$ cat src/rtl/qed_dup_scheduler.sv
// -----------------------------------------------------------------------------
// qed_dup_scheduler
//
// Purpose:
//   Sits between a constrained symbolic instruction source and the core fetch
//   port and sequences original/duplicate issue for self-consistency checking.
//   Originals (using x0-x15) are passed to the core and recorded in a FIFO.
//   When exec_dup is raised, or the FIFO fills, the FIFO is replayed as
//   duplicates whose register fields are moved into x16-x31. qed_ready marks
//   the point where every original has a matching duplicate.
//
// Ports:
//   clk, rst        clock; synchronous active-high reset
//   ena             global enable; low freezes all state and outputs
//   exec_dup        request to enter the duplicate phase
//   ifu_instr/valid instruction from the symbolic source
//   ifu_ready       source handshake (transfer when ifu_valid && ifu_ready)
//   core_ready      core accepts instr_out this cycle
//   instr_out/vld   registered instruction to the core; is_dup tags duplicates
//   qed_ready       registered check-point flag
//   orig_cnt        originals issued since reset (saturating)
//   dup_cnt         duplicates issued since reset (saturating)
//   q_full/q_empty  FIFO occupancy flags
//
// Handshakes: a transfer happens on a rising edge where valid and ready are
// both high. The output slot is free when it is empty or the core takes it
// this cycle; while instr_vld && !core_ready the output holds unchanged.
//
// Build option:
//   QED_MEM_REMAP_EN  when defined, duplicate loads/stores also get
//                     instr[30] set so original and duplicate memory traffic
//                     lands in disjoint halves. Undefined: register remap only.
// -----------------------------------------------------------------------------
module qed_dup_scheduler #(
    parameter int DEPTH = 16,
    parameter int AW    = 4,
    parameter int CNT_W = 8
) (
    input  logic             clk,
    input  logic             rst,
    input  logic             ena,
    input  logic             exec_dup,
    input  logic [31:0]      ifu_instr,
    input  logic             ifu_valid,
    output logic             ifu_ready,
    input  logic             core_ready,
    output logic [31:0]      instr_out,
    output logic             instr_vld,
    output logic             is_dup,
    output logic             qed_ready,
    output logic [CNT_W-1:0] orig_cnt,
    output logic [CNT_W-1:0] dup_cnt,
    output logic             q_full,
    output logic             q_empty
);

    typedef enum logic {
        ST_ORIG = 1'b0,
        ST_DUP  = 1'b1
    } state_t;

    localparam logic [6:0]       OPC_OP    = 7'b0110011;
    localparam logic [6:0]       OPC_OPIMM = 7'b0010011;
    localparam logic [6:0]       OPC_LOAD  = 7'b0000011;
    localparam logic [6:0]       OPC_STORE = 7'b0100011;
    localparam logic [6:0]       OPC_NOP   = 7'b1111111;
    localparam logic [CNT_W-1:0] CNT_MAX   = {CNT_W{1'b1}};
    localparam logic [AW:0]      OCC_FULL  = (AW+1)'(DEPTH);

    state_t           state_q, state_d;
    logic [AW-1:0]    wr_ptr_q, wr_ptr_d;
    logic [AW-1:0]    rd_ptr_q, rd_ptr_d;
    logic [AW:0]      occ_q, occ_d;
    logic [31:0]      mem_q [DEPTH];
    logic [31:0]      mem_d [DEPTH];
    logic [31:0]      instr_out_q, instr_out_d;
    logic             instr_vld_q, instr_vld_d;
    logic             is_dup_q, is_dup_d;
    logic             qed_ready_q, qed_ready_d;
    logic [CNT_W-1:0] orig_cnt_q, orig_cnt_d;
    logic [CNT_W-1:0] dup_cnt_q, dup_cnt_d;
    logic             sat_q, sat_d;

    logic             slot_free;
    logic             full_w;
    logic             push;
    logic             pop;

    // Move a nonzero register number into the upper bank; x0 stays x0 so
    // hardwired-zero semantics are preserved in the duplicate.
    function automatic logic [4:0] remap_reg(input logic [4:0] r);
        return (r == 5'd0) ? 5'd0 : {1'b1, r[3:0]};
    endfunction

    function automatic logic [31:0] dup_remap(input logic [31:0] i);
        logic [31:0] r;
        r = i;
        case (i[6:0])
            OPC_OP: begin
                r[11:7]  = remap_reg(i[11:7]);
                r[19:15] = remap_reg(i[19:15]);
                r[24:20] = remap_reg(i[24:20]);
            end
            OPC_OPIMM: begin
                r[11:7]  = remap_reg(i[11:7]);
                r[19:15] = remap_reg(i[19:15]);
            end
            OPC_LOAD: begin
                r[11:7]  = remap_reg(i[11:7]);
                r[19:15] = remap_reg(i[19:15]);
`ifdef QED_MEM_REMAP_EN
                r[30]    = 1'b1;
`endif
            end
            OPC_STORE: begin
                r[19:15] = remap_reg(i[19:15]);
                r[24:20] = remap_reg(i[24:20]);
`ifdef QED_MEM_REMAP_EN
                r[30]    = 1'b1;
`endif
            end
            default: r = i;
        endcase
        return r;
    endfunction

    assign slot_free = !instr_vld_q || core_ready;
    assign full_w    = (occ_q == OCC_FULL);

    always_comb begin
        state_d     = state_q;
        wr_ptr_d    = wr_ptr_q;
        rd_ptr_d    = rd_ptr_q;
        occ_d       = occ_q;
        mem_d       = mem_q;
        instr_out_d = instr_out_q;
        instr_vld_d = instr_vld_q;
        is_dup_d    = is_dup_q;
        qed_ready_d = qed_ready_q;
        orig_cnt_d  = orig_cnt_q;
        dup_cnt_d   = dup_cnt_q;
        sat_d       = sat_q;
        ifu_ready   = 1'b0;
        push        = 1'b0;
        pop         = 1'b0;

        if (ena) begin
            case (state_q)
                ST_ORIG: begin
                    ifu_ready = slot_free && !full_w;
                    if (ifu_valid && ifu_ready) begin
                        instr_out_d = ifu_instr;
                        instr_vld_d = 1'b1;
                        is_dup_d    = 1'b0;
                        // NOPs reach the core but have no duplicate.
                        push        = (ifu_instr[6:0] != OPC_NOP);
                    end else if (slot_free) begin
                        instr_vld_d = 1'b0;
                    end
                    // A push in the same cycle lands first; replay starts next cycle.
                    if ((exec_dup || full_w) && ((occ_q != '0) || push)) begin
                        state_d = ST_DUP;
                    end
                end
                ST_DUP: begin
                    if (slot_free) begin
                        pop         = 1'b1;
                        instr_out_d = dup_remap(mem_q[rd_ptr_q]);
                        instr_vld_d = 1'b1;
                        is_dup_d    = 1'b1;
                        if (occ_q == (AW+1)'(1)) begin
                            state_d = ST_ORIG;
                        end
                    end
                end
                default: state_d = ST_ORIG;
            endcase

            if (push) begin
                mem_d[wr_ptr_q] = ifu_instr;
                wr_ptr_d        = wr_ptr_q + AW'(1);
                occ_d           = occ_q + (AW+1)'(1);
                if (orig_cnt_q != CNT_MAX) begin
                    orig_cnt_d = orig_cnt_q + CNT_W'(1);
                end
            end

            if (pop) begin
                rd_ptr_d = rd_ptr_q + AW'(1);
                occ_d    = occ_q - (AW+1)'(1);
                if (dup_cnt_q != CNT_MAX) begin
                    dup_cnt_d = dup_cnt_q + CNT_W'(1);
                end
            end

            // Sticky: once a count has saturated the two can no longer be
            // compared meaningfully, so the check point is suppressed.
            sat_d = sat_q || (orig_cnt_d == CNT_MAX) || (dup_cnt_d == CNT_MAX);

            qed_ready_d = (state_q == ST_ORIG) && (occ_q == '0) &&
                          (orig_cnt_q == dup_cnt_q) && (orig_cnt_q != '0) &&
                          !sat_q;
        end
    end

    always_ff @(posedge clk) begin
        if (rst) begin
            state_q     <= ST_ORIG;
            wr_ptr_q    <= '0;
            rd_ptr_q    <= '0;
            occ_q       <= '0;
            instr_out_q <= '0;
            instr_vld_q <= 1'b0;
            is_dup_q    <= 1'b0;
            qed_ready_q <= 1'b0;
            orig_cnt_q  <= '0;
            dup_cnt_q   <= '0;
            sat_q       <= 1'b0;
        end else begin
            state_q     <= state_d;
            wr_ptr_q    <= wr_ptr_d;
            rd_ptr_q    <= rd_ptr_d;
            occ_q       <= occ_d;
            mem_q       <= mem_d;
            instr_out_q <= instr_out_d;
            instr_vld_q <= instr_vld_d;
            is_dup_q    <= is_dup_d;
            qed_ready_q <= qed_ready_d;
            orig_cnt_q  <= orig_cnt_d;
            dup_cnt_q   <= dup_cnt_d;
            sat_q       <= sat_d;
        end
    end

    assign instr_out = instr_out_q;
    assign instr_vld = instr_vld_q;
    assign is_dup    = is_dup_q;
    assign qed_ready = qed_ready_q;
    assign orig_cnt  = orig_cnt_q;
    assign dup_cnt   = dup_cnt_q;
    assign q_full    = full_w;
    assign q_empty   = (occ_q == '0);

endmodule

$ cat config.mk
export PLATFORM = sky130hd
export DESIGN_NAME = qed_dup_scheduler
export DESIGN_NICKNAME = d
export VERILOG_FILES = /design/src/rtl/qed_dup_scheduler.sv
export SDC_FILE = /design/constraint.sdc
export NUM_CORES = 1
export LEC_CHECK = 0
export CORE_MARGIN = 2
export CORE_UTILIZATION = 54
export CTS_CLUSTER_SIZE = 10
export DETAILED_ROUTE_END_ITERATION = 6
export PLACE_DENSITY = 0.68
export SETUP_SLACK_MARGIN = 0.3
export SLEW_MARGIN = 20
export SYNTH_ARGS = -nofsm -noshare
export SYNTH_HDL_FRONTEND = slang
export SYNTH_SLANG_ARGS = --single-unit
$ cat constraint.sdc
create_clock -name clk -period 5.2 [get_ports clk]
set_input_delay 1.04 -clock clk [delete_from_list [all_inputs] [get_ports clk]]
set_output_delay 1.04 -clock clk [all_outputs]
set_load 0.005 [all_outputs]
==> metrics, run 1 <==
status=finished, final reports clean; Die Y=210 um; Reg2Reg Depth=8; dominant synthesized flop cell=edfxtp_1; fin crit share=73.9%; TritonCTS clock tree=done; top cells by area, synth=edfxtp_1 67%, mux4_2 14%, dfxtp_1 5.8%; Final Skew=0.0179 ns; Total Power=9.93 mW; Die ar.=44000 sq um; largest stage delay on the critical path=0.52 ns; final net count=1404; Pleak=8.34 nW; area leader, netlist=edfxtp_1; synth cell count leaders=512 x edfxtp_1, 142 x mux4_2, 86 x nor2_1, 66 x dfxtp_1, 43 x nand2_1; Root Buffer=clkbuf_16; CP Depth=5; crit path DAT=2.80 ns; Logic pwr share=5.4%; DRC viols=0; clock-pin slew on the worst setup and hold paths=0.05 ns; number of global-route vias before repair=12200; launch point of the worst reg-to-reg path=rd_ptr_q[1]; htree depth=3; Global Route Usage Sum=24.2%; clock sinks=578; critical path launch point type=input pin; reg-to-reg setup timing slack=1.80 ns; Max Cap Violations=0; count of pins over their slew limit=0; post-CTS setup buffers=0; top cell type's share of synthesized area=67.2%; area grow syn2layout=17.6%; first-pass GRT wire length=77700 um; Final Cell Area=26900 sq um; Critical Path RT=4.16 ns; count leader, synth=edfxtp_1; Worst Path Buf+Inv=2; Rows=75; # hold bufs at CTS=0; Max Clk Rate=260 MHz; Die Width=210 um; CP top delay family=buffers and inverters; CP max FO=11; worst vdd ir=223 uV; PD cells=369 nW/um^2; DR pass1 iterations=7; internal power=7.88 mW; Post-synth EDFFs=512; Clock Latency Late Sink=0.57 ns; IO Pins=92; antenna cells=0; CP Launch Point=core_ready; placed insts=1823; Seq pwr share=51.7%; WL final=51600 um; Critical Path Sink Type=output pin; Worst Min Path Start=is_dup; syn avg cell area=18.9 sq um; largest net degree at the start of global routing=68; Vias=12000; clock power share=42.9%; Core Box Area=41900 sq um; routed vias/inst=6.19; Syn Nets=1264; setup violators final=0; layout cells sized above 1=21.3%; worst-margin pin slew=1.04 ns; Filler Cell Count=2869; wire per inst=26.5 um; CTS max path bufs=3; placer congestion estimate=0.894; placed inst area=24900 sq um; TNS Setup=0 ns; Num CTS Buffers=68; initial antenna violation count=0; Post-DRT Antenna Nets=0; Sw Ratio=20.7%; DRT iter0 DRCs=1194; post-CTS sizing=0; fin crit period=3.84 ns; P_sw=2.06 mW; Hold Path Depth=2; synthesized instance count=1214; Setup CP Type=input pin to output pin; async set-reset flop share out of synthesis=0%; Yosys Warn Count=0; synthesized area=22900 sq um; sequential area share after synthesis=73.0%; slowest stage cell, crit path=clkdlybuf4s50_1; RSZ-0062 raised after global routing=no; cell chain of the critical path=clkdlybuf4s50_1 -> nand2b_1 -> nand2b_1 -> nor2_1 -> clkdlybuf4s50_1; number of port buffers=91; gr ovfl total=0; Slew headroom=30.4%; initial core utilization=54.7%; Min-Delay Path Class=flop to flop; worst r2r dst=instr_out[24]; Yosys cell types=57; Yosys reg bits=578; Min-Delay Endpoint=is_dup; final cell count without fillers=1946; final hold violation count=0; hpwl dp=31700 um
## final cells by class
cell class	count	area, sq um	share of cell area, %
Tap cell	539	674	2.51
Multi-Input combinational cell	550	5950	22.1
Sequential cell	578	16700	62.1
Timing Repair Buffer	143	1550	5.75
Clock buffer	120	1960	7.29
Inverter	13	48.8	0.181
Clock inverter	3	16.3	0.0605
## routing by layer
layer / global-route usage [%] / wire (um) / vias to the layer above
met3: 3.55 / 2890 / 79
li1: - / - / 5238
met2: 41.4 / 26700 / 430
met5: 0 / 0 / -
met1: 32.9 / 20900 / 6291
met4: 6.48 / 1120 / 0
## flip-flops by register name, indices dropped and copies added, names as in the netlist
name       flops
mem_q        512
instr_out     32
dup_cnt        8
orig_cnt       8
occ_q          5
rd_ptr_q       4
wr_ptr_q       4
instr_vld      1
is_dup         1
qed_ready      1
sat_q          1
state_q        1
## cell usage in the layout, fill, tap and decap left out, types with 10 or more instances in the layout
cell | netlist | routed
a211oi_1 | 30 | 29
a21oi_1 | 12 | 12
a22oi_1 | 30 | 30
buf_12 | 0 | 20
buf_4 | 2 | 32
clkbuf_1 | 40 | 49
clkbuf_16 | 0 | 71
clkdlybuf4s50_1 | 0 | 90
dfxtp_1 | 66 | 63
edfxtp_1 | 512 | 512
ha_1 | 12 | 12
inv_1 | 12 | 12
mux2i_1 | 35 | 35
mux4_2 | 142 | 142
nand2_1 | 43 | 43
nand3_1 | 17 | 17
nand4_1 | 10 | 10
nor2_1 | 86 | 73
nor2_4 | 0 | 12
nor4_1 | 13 | 13
xor2_1 | 19 | 19
## power by group through the flow
stage,logic [mW],registers (mW),clock network (mW)
6_report,0.536,5.14,4.26
5_1_grt,0.576,5.14,4.52
4_1_cts,0.541,5.14,4.34
3_5_place_dp,0.539,5.23,0
3_3_place_gp,0.530,5.23,0
2_1_floorplan,0.290,5.22,0
## worst min-delay path: stages (launching register included)
cell	delay, ns
dfxtp_1	0.30
nand2b_1	0.06
a21oi_1	0.06
## stage by stage
step                      hold slack (ns)  worst slack [ns]  util [%]
final                               0.467              1.36      64.3
after global routing                0.502              1.27      64.3
after CTS                           0.474              1.36      64.3
after detailed placement            0.465              1.23      59.6
after global placement              0.460              1.34      59.6
after floorplan                     0.467             0.365         -
## cells by family (layout without fill, tap and decap cells)
family,after synthesis,in the layout,synth area share (%)
multiplexers,179,179,15.6
flip-flops,578,578,73.0
AO/OA/AOI/OAI,121,121,3.79
adder cells (fa/ha/maj),12,12,0.656
AND/OR/NAND/NOR,213,213,4.42
XOR/XNOR,25,25,0.957
buffers and inverters,86,279,1.61
## how the worst max path moves through the flow
stage,endpoint,slack (ns)
6_report,ifu_ready,1.36
2_1_floorplan,mem_q[480],0.37
3_5_place_dp,mem_q[489],1.23
4_1_cts,ifu_ready,1.36
5_1_grt,ifu_ready,1.27
3_3_place_gp,mem_q[405],1.34
Power figures use the tool's default switching activity.
==> run 2, diff against run 1 <==
--- a/config.mk
+++ b/config.mk
@@ -9,7 +9,7 @@
 export CORE_UTILIZATION = 54
 export CTS_CLUSTER_SIZE = 10
 export DETAILED_ROUTE_END_ITERATION = 6
-export PLACE_DENSITY = 0.68
+export PLACE_DENSITY = 0.71
 export SETUP_SLACK_MARGIN = 0.3
 export SLEW_MARGIN = 20
 export SYNTH_ARGS = -nofsm -noshare
==> constraint.sdc (replaced) <==
create_clock -name clk -period 3.16 [get_ports clk]
set_input_delay 0.632 -clock clk [delete_from_list [all_inputs] [get_ports clk]]
set_output_delay 0.632 -clock clk [all_outputs]
set_load 0.005 [all_outputs]
==> metrics, run 2 (synthesized netlist as in run 1, its figures left out) <==
RSZ-0062 raised after global routing=no (unchanged); CTS max path bufs=3 (unchanged); fin crit share=84.8%; fin util=65.9% (was 64.3%); final cell count without fillers=1989 (was 1946); routed vias/inst=6.20 (was 6.19); largest stage delay on the critical path=0.57 ns (was 0.52 ns); placed insts=1870 (was 1823); number of flip-flops in the largest register=512 (unchanged); layout cells sized above 1=25.3% (was 21.3%); met3 Use GR=5.91% (was 3.55%); WL final=53200 um (was 51600 um); final net count=1452 (was 1404); Root Buffer=clkbuf_16 (unchanged); largest net degree at the start of global routing=68 (unchanged); Biggest register=mem_q (unchanged); worst vdd ir=385 uV (was 223 uV); Core Box Area=41900 sq um (unchanged); first-pass GRT wire length=80000 um (was 77700 um); Post-DRT Antenna Nets=0 (unchanged); commonest cells after routing, fill and taps aside=512 x edfxtp_1, 142 x mux4_2, 89 x clkdlybuf4s50_1, 74 x nor2_1, 71 x clkbuf_16 (was 512 x edfxtp_1, 142 x mux4_2, 90 x clkdlybuf4s50_1, 73 x nor2_1, 71 x clkbuf_16); clock-pin slew on the worst setup and hold paths=0.06 ns (was 0.05 ns); Vias=12300 (was 12000); Max Clk Rate=373 MHz; worst-margin pin slew=0.867 ns (was 1.04 ns); DRT iter0 DRCs=1422 (was 1194); Clock Latency Late Sink=0.58 ns (was 0.57 ns); area grow syn2layout=20.5% (was 17.6%); Min-Delay Path Class=flop to flop (unchanged); fin crit period=2.68 ns; TritonCTS clock tree=done (unchanged); Slew headroom=42.2% (was 30.4%); htree depth=3 (unchanged); Die Y=210 um (unchanged); critical path launch point type=flop (was input pin); Filler Cell Count=2704 (was 2869); CP max FO=13 (was 11); Num CTS Buffers=68 (unchanged); antenna cells=0 (unchanged); Die Width=210 um (unchanged); initial antenna violation count=0 (unchanged); wire per inst=26.7 um (was 26.5 um); IO Pins=92 (unchanged); Global Route Usage Sum=25.0% (was 24.2%); clock sinks=578 (unchanged); Setup CP Type=flop to flop (was input pin to output pin); most common cell after layout, fill and taps aside=edfxtp_1 (unchanged); final hold violation count=0 (unchanged); cell chain of the critical path=buf_4 -> buf_4 -> mux4_2 -> mux4_2 -> mux2i_1 -> nand2_1 -> o21ai_0 -> o32ai_2 (was clkdlybuf4s50_1 -> nand2b_1 -> nand2b_1 -> nor2_1 -> clkdlybuf4s50_1); slowest stage cell, crit path=mux4_2 (was clkdlybuf4s50_1); Critical Path RT=3.59 ns (was 4.16 ns); count of pins over their slew limit=0 (unchanged); status=finished, final reports clean (unchanged); placer congestion estimate=0.878 (was 0.894); PD cells=599 nW/um^2 (was 369 nW/um^2); Final Skew=0.0195 ns (was 0.0179 ns); Rows=75 (unchanged); peak-usage layer in the global routing report=met2 (unchanged); Pleak=8.65 nW (was 8.34 nW); TNS Setup=0 ns (unchanged); Total Power=16.5 mW (was 9.93 mW); grt met1 use=35.0% (was 32.9%); DR pass1 iterations=5 (was 7); crit path DAT=3.11 ns (was 2.80 ns); setup violators final=0 (unchanged); Die ar.=44000 sq um (unchanged); initial core utilization=54.7% (unchanged); DRC viols=0 (unchanged); GRT met2 Usage=40.0% (was 41.4%); number of global-route vias before repair=12500 (was 12200); number of port buffers=91 (unchanged); hpwl dp=33400 um (was 31700 um); gr ovfl total=0 (unchanged); Max Cap Violations=0 (unchanged); Critical Path Sink Type=flop (was output pin)
==> run 2: final timing paths <==
kind / from / end / slack [ns] / depth (start not counted)
worst max-delay path: rd_ptr_q[0] / instr_out[11] / 0.48 / 8
worst min-delay path: is_dup / is_dup / 0.48 / 2
worst max register to register: rd_ptr_q[0] / instr_out[11] / 0.48 / 8
worst min register to register: is_dup / is_dup / 0.48 / 2
==> run 2: repair_timing <==
| item | CTS | global route |
|---|---|---|
| buffers inserted | 1 | 0 |
| hold buffers | 0 | 0 |
| resized for setup | 2 | 5 |
| endpoints found under the setup margin | 2 | 2 |
==> run 2: area by class of cell <==
| cell class | count | area [sq um] | area share [%] |
|---|---|---|---|
| repair buffers | 191 | 2080 | 7.53 |
| inverters | 13 | 51.3 | 0.186 |
| clock inverters | 6 | 85.1 | 0.309 |
| flip-flops and latches | 578 | 16700 | 60.6 |
| clock buffers | 112 | 1930 | 7.00 |
| well taps | 539 | 674 | 2.45 |
| multi-input cells | 550 | 6050 | 21.9 |
==> run 2: critical path, delay by kind of cell (launching register included) <==
kind / cells / cell delay [ns]
buf+inv: 2 / 0.53
compound gates: 2 / 0.23
mux: 3 / 1.24
simple gates: 1 / 0.10
flops: 1 / 0.42
==> run 2: report_power, final <==
part | switching (mW) | internal (mW)
logic | 0.503 | 0.446
clock network | 2.89 | 4.24
registers | 0.0542 | 8.39
==> run 2: per-layer routing <==
layer  wire length [um]  vias up
met1              21300     6368
li1                   -     5330
met3               4630       72
met2              26300      552
met4                930        0
met5                  0        -
==> run 2: through the flow <==
stage,hold WS [ns],setup slack (ns),cell area (sq um)
after floorplan,0.467,0.154,23100
after global placement,0.468,0.210,25500
after detailed placement,0.468,0.194,25500
after CTS,0.478,0.380,27500
after global routing,0.525,0.316,27600
final,0.479,0.480,27600
==> run 3, diff against run 2 <==
==> constraint.sdc (replaced) <==
create_clock -name clk -period 2.4 [get_ports clk]
set_input_delay 0.48 -clock clk [delete_from_list [all_inputs] [get_ports clk]]
set_output_delay 0.48 -clock clk [all_outputs]
set_load 0.005 [all_outputs]
==> metrics, run 3 (synthesized netlist as in run 1, its figures left out) <==
largest stage delay on the critical path=0.57 ns (about the same); CP top delay family=simple AND/OR/NAND/NOR gates (was multiplexers); failing checks=design-rule violations, negative setup slack; DRT met1 WL=26000 um (was 21300 um); met3 routed WL=8700 um (was 4630 um); placed inst area=26300 sq um (was 25500 sq um); Final Cell Area=31400 sq um (was 27600 sq um); largest net degree at the start of global routing=67 (was 68); Global Route Usage Sum=30.1% (was 25.0%); slowest stage cell, crit path=or4b_4 (was mux4_2); number of global-route vias before repair=13900 (was 12500); status=complete, but fails checks (was finished, final reports clean); Root Buffer=clkbuf_16 (unchanged); crit path DAT=3.17 ns (was 3.11 ns); final net count=1695 (was 1452); Final WS setup=-0.269 ns (was 0.480 ns); routed vias/inst=6.57 (was 6.20); Num CTS Buffers=68 (unchanged); DRT iter0 DRCs=2207 (was 1422); Max Clk Rate=375 MHz (was 373 MHz); commonest cells after routing, fill and taps aside=512 x edfxtp_1, 158 x buf_4, 142 x mux4_2, 89 x clkbuf_16, 87 x clkdlybuf4s50_1 (was 512 x edfxtp_1, 142 x mux4_2, 89 x clkdlybuf4s50_1, 74 x nor2_1, 71 x clkbuf_16); Biggest register=mem_q (unchanged); Vias=14700 (was 12300); TritonCTS clock tree=done (unchanged); RSZ-0062 raised after global routing=yes (was no); Setup CP Type=flop to flop (unchanged); Pleak=10.5 nW (was 8.65 nW); top sig layer=met4 (unchanged); Worst Path Buf+Inv=1 (was 2); Die ar.=44000 sq um (unchanged); final hold slack=0.378 ns (was 0.479 ns); Max Cap Violations=0 (unchanged); DR pass1 iterations=7 (was 5); Die Y=210 um (unchanged); Min-Delay Path Class=input pin to flop (was flop to flop); setup violators final=542 (was 0); first-pass GRT wire length=94700 um (was 80000 um); IO Pins=92 (unchanged); fin util=75.0% (was 65.9%); met2 wire length=35800 um (was 26300 um); count of pins over their slew limit=0 (unchanged); Critical Path Sink Type=flop (unchanged); Die Width=210 um (unchanged); worst vdd ir=669 uV (was 385 uV); cell chain of the critical path=buf_12 -> mux4_2 -> a22o_1 -> nor2_2 -> nand4_1 -> or4b_4 -> o32ai_2 (was buf_4 -> buf_4 -> mux4_2 -> mux4_2 -> mux2i_1 -> nand2_1 -> o21ai_0 -> o32ai_2); CTS max path bufs=3 (unchanged); Rows=75 (unchanged); layout cells sized above 1=38.5% (was 25.3%); area grow syn2layout=37.2% (was 20.5%); clock-pin slew on the worst setup and hold paths=0.07 ns (was 0.06 ns); Clock Latency Late Sink=0.60 ns (was 0.58 ns); number of flip-flops in the largest register=512 (unchanged); Post-DRT Antenna Nets=0 (unchanged); Setup Slack @ Placement=-0.317 ns (was 0.194 ns); worst-margin pin slew=1.00 ns (was 0.867 ns); placer congestion estimate=0.882 (was 0.878); WL final=73100 um (was 53200 um); final hold violation count=0 (unchanged); initial antenna violation count=0 (unchanged); gr ovfl total=0 (unchanged); initial core utilization=54.7% (unchanged); clock sinks=578 (unchanged); most common cell after layout, fill and taps aside=edfxtp_1 (unchanged); Core Box Area=41900 sq um (unchanged); wire per inst=32.6 um (was 26.7 um); fin crit share=111% (was 84.8%); fin crit period=2.67 ns (was 2.68 ns); htree depth=3 (unchanged); DRC viols=4 (was 0); Final Skew=0.0261 ns (was 0.0195 ns); Slew headroom=33.1% (was 42.2%); PD cells=721 nW/um^2 (was 599 nW/um^2); number of port buffers=91 (unchanged); hpwl dp=36600 um (was 33400 um); Critical Path RT=2.90 ns (was 3.59 ns); critical path launch point type=flop (unchanged); CP max FO=9 (was 13)
run 3: path summary, 6_finish.rpt:
kind                      from            end  slack (ns)  depth (start not counted)
hold / removal             rst  instr_out[11]        0.38                          3
hold reg to reg   instr_out[0]   instr_out[0]        0.49                          2
setup / recovery   rd_ptr_q[0]  instr_out[24]       -0.27                          7
setup reg to reg   rd_ptr_q[0]  instr_out[24]       -0.27                          7
run 3: timing repair:
| action | CTS | global route |
|---|---|---|
| pin swaps | 20 | 22 |
| setup endpoints to repair | 566 | 575 |
| buffers inserted | 62 | 38 |
| gates resized for setup | 130 | 59 |
| hold buffers | 0 | 0 |
| cloned | 33 | 23 |
run 3: metrics by stage:
stage	std cells	power, mW	setup TNS [ns]
4_1_cts	2178	22.2	-17.77
6_report	2240	22.6	-59.36
3_3_place_gp	1958	12.7	-107.70
2_1_floorplan	1214	12.0	-166.40
3_5_place_dp	1958	12.7	-112.54
5_1_grt	2239	23.1	-98.11
run 3: cell type report:
cell class	instances	area, sq um
diodes	1	2.50
repair buffers	434	5660
flip-flops and latches	578	16700
well taps	539	674
clock buffers	118	1930
multi-input cells	550	6290
clock inverters	7	63.8
fillers	2183	10500
inverters	13	53.8
run 3: metal layers:
| layer | up-vias | GRT usage (%) |
|---|---|---|
| li1 | 5853 | - |
| met1 | 7488 | 42.2 |
| met2 | 1186 | 48.9 |
| met3 | 197 | 6.70 |
| met4 | 0 | 6.99 |
| met5 | - | 0 |
run 3: tightest hold or removal path: stages:
cell and delay [ns]:
buf_2 0.17, or4b_4 0.20, o32ai_2 0.08
run 3: power breakdown:
group / switching, mW / internal, mW / total, mW / leakage [nW]
Clock: 4.14 / 5.47 / 9.62 / 0.948
Combinational: 0.945 / 0.953 / 1.90 / 4.38
Sequential: 0.0726 / 11.0 / 11.1 / 5.15
Total: 5.16 / 17.5 / 22.6 / 10.5
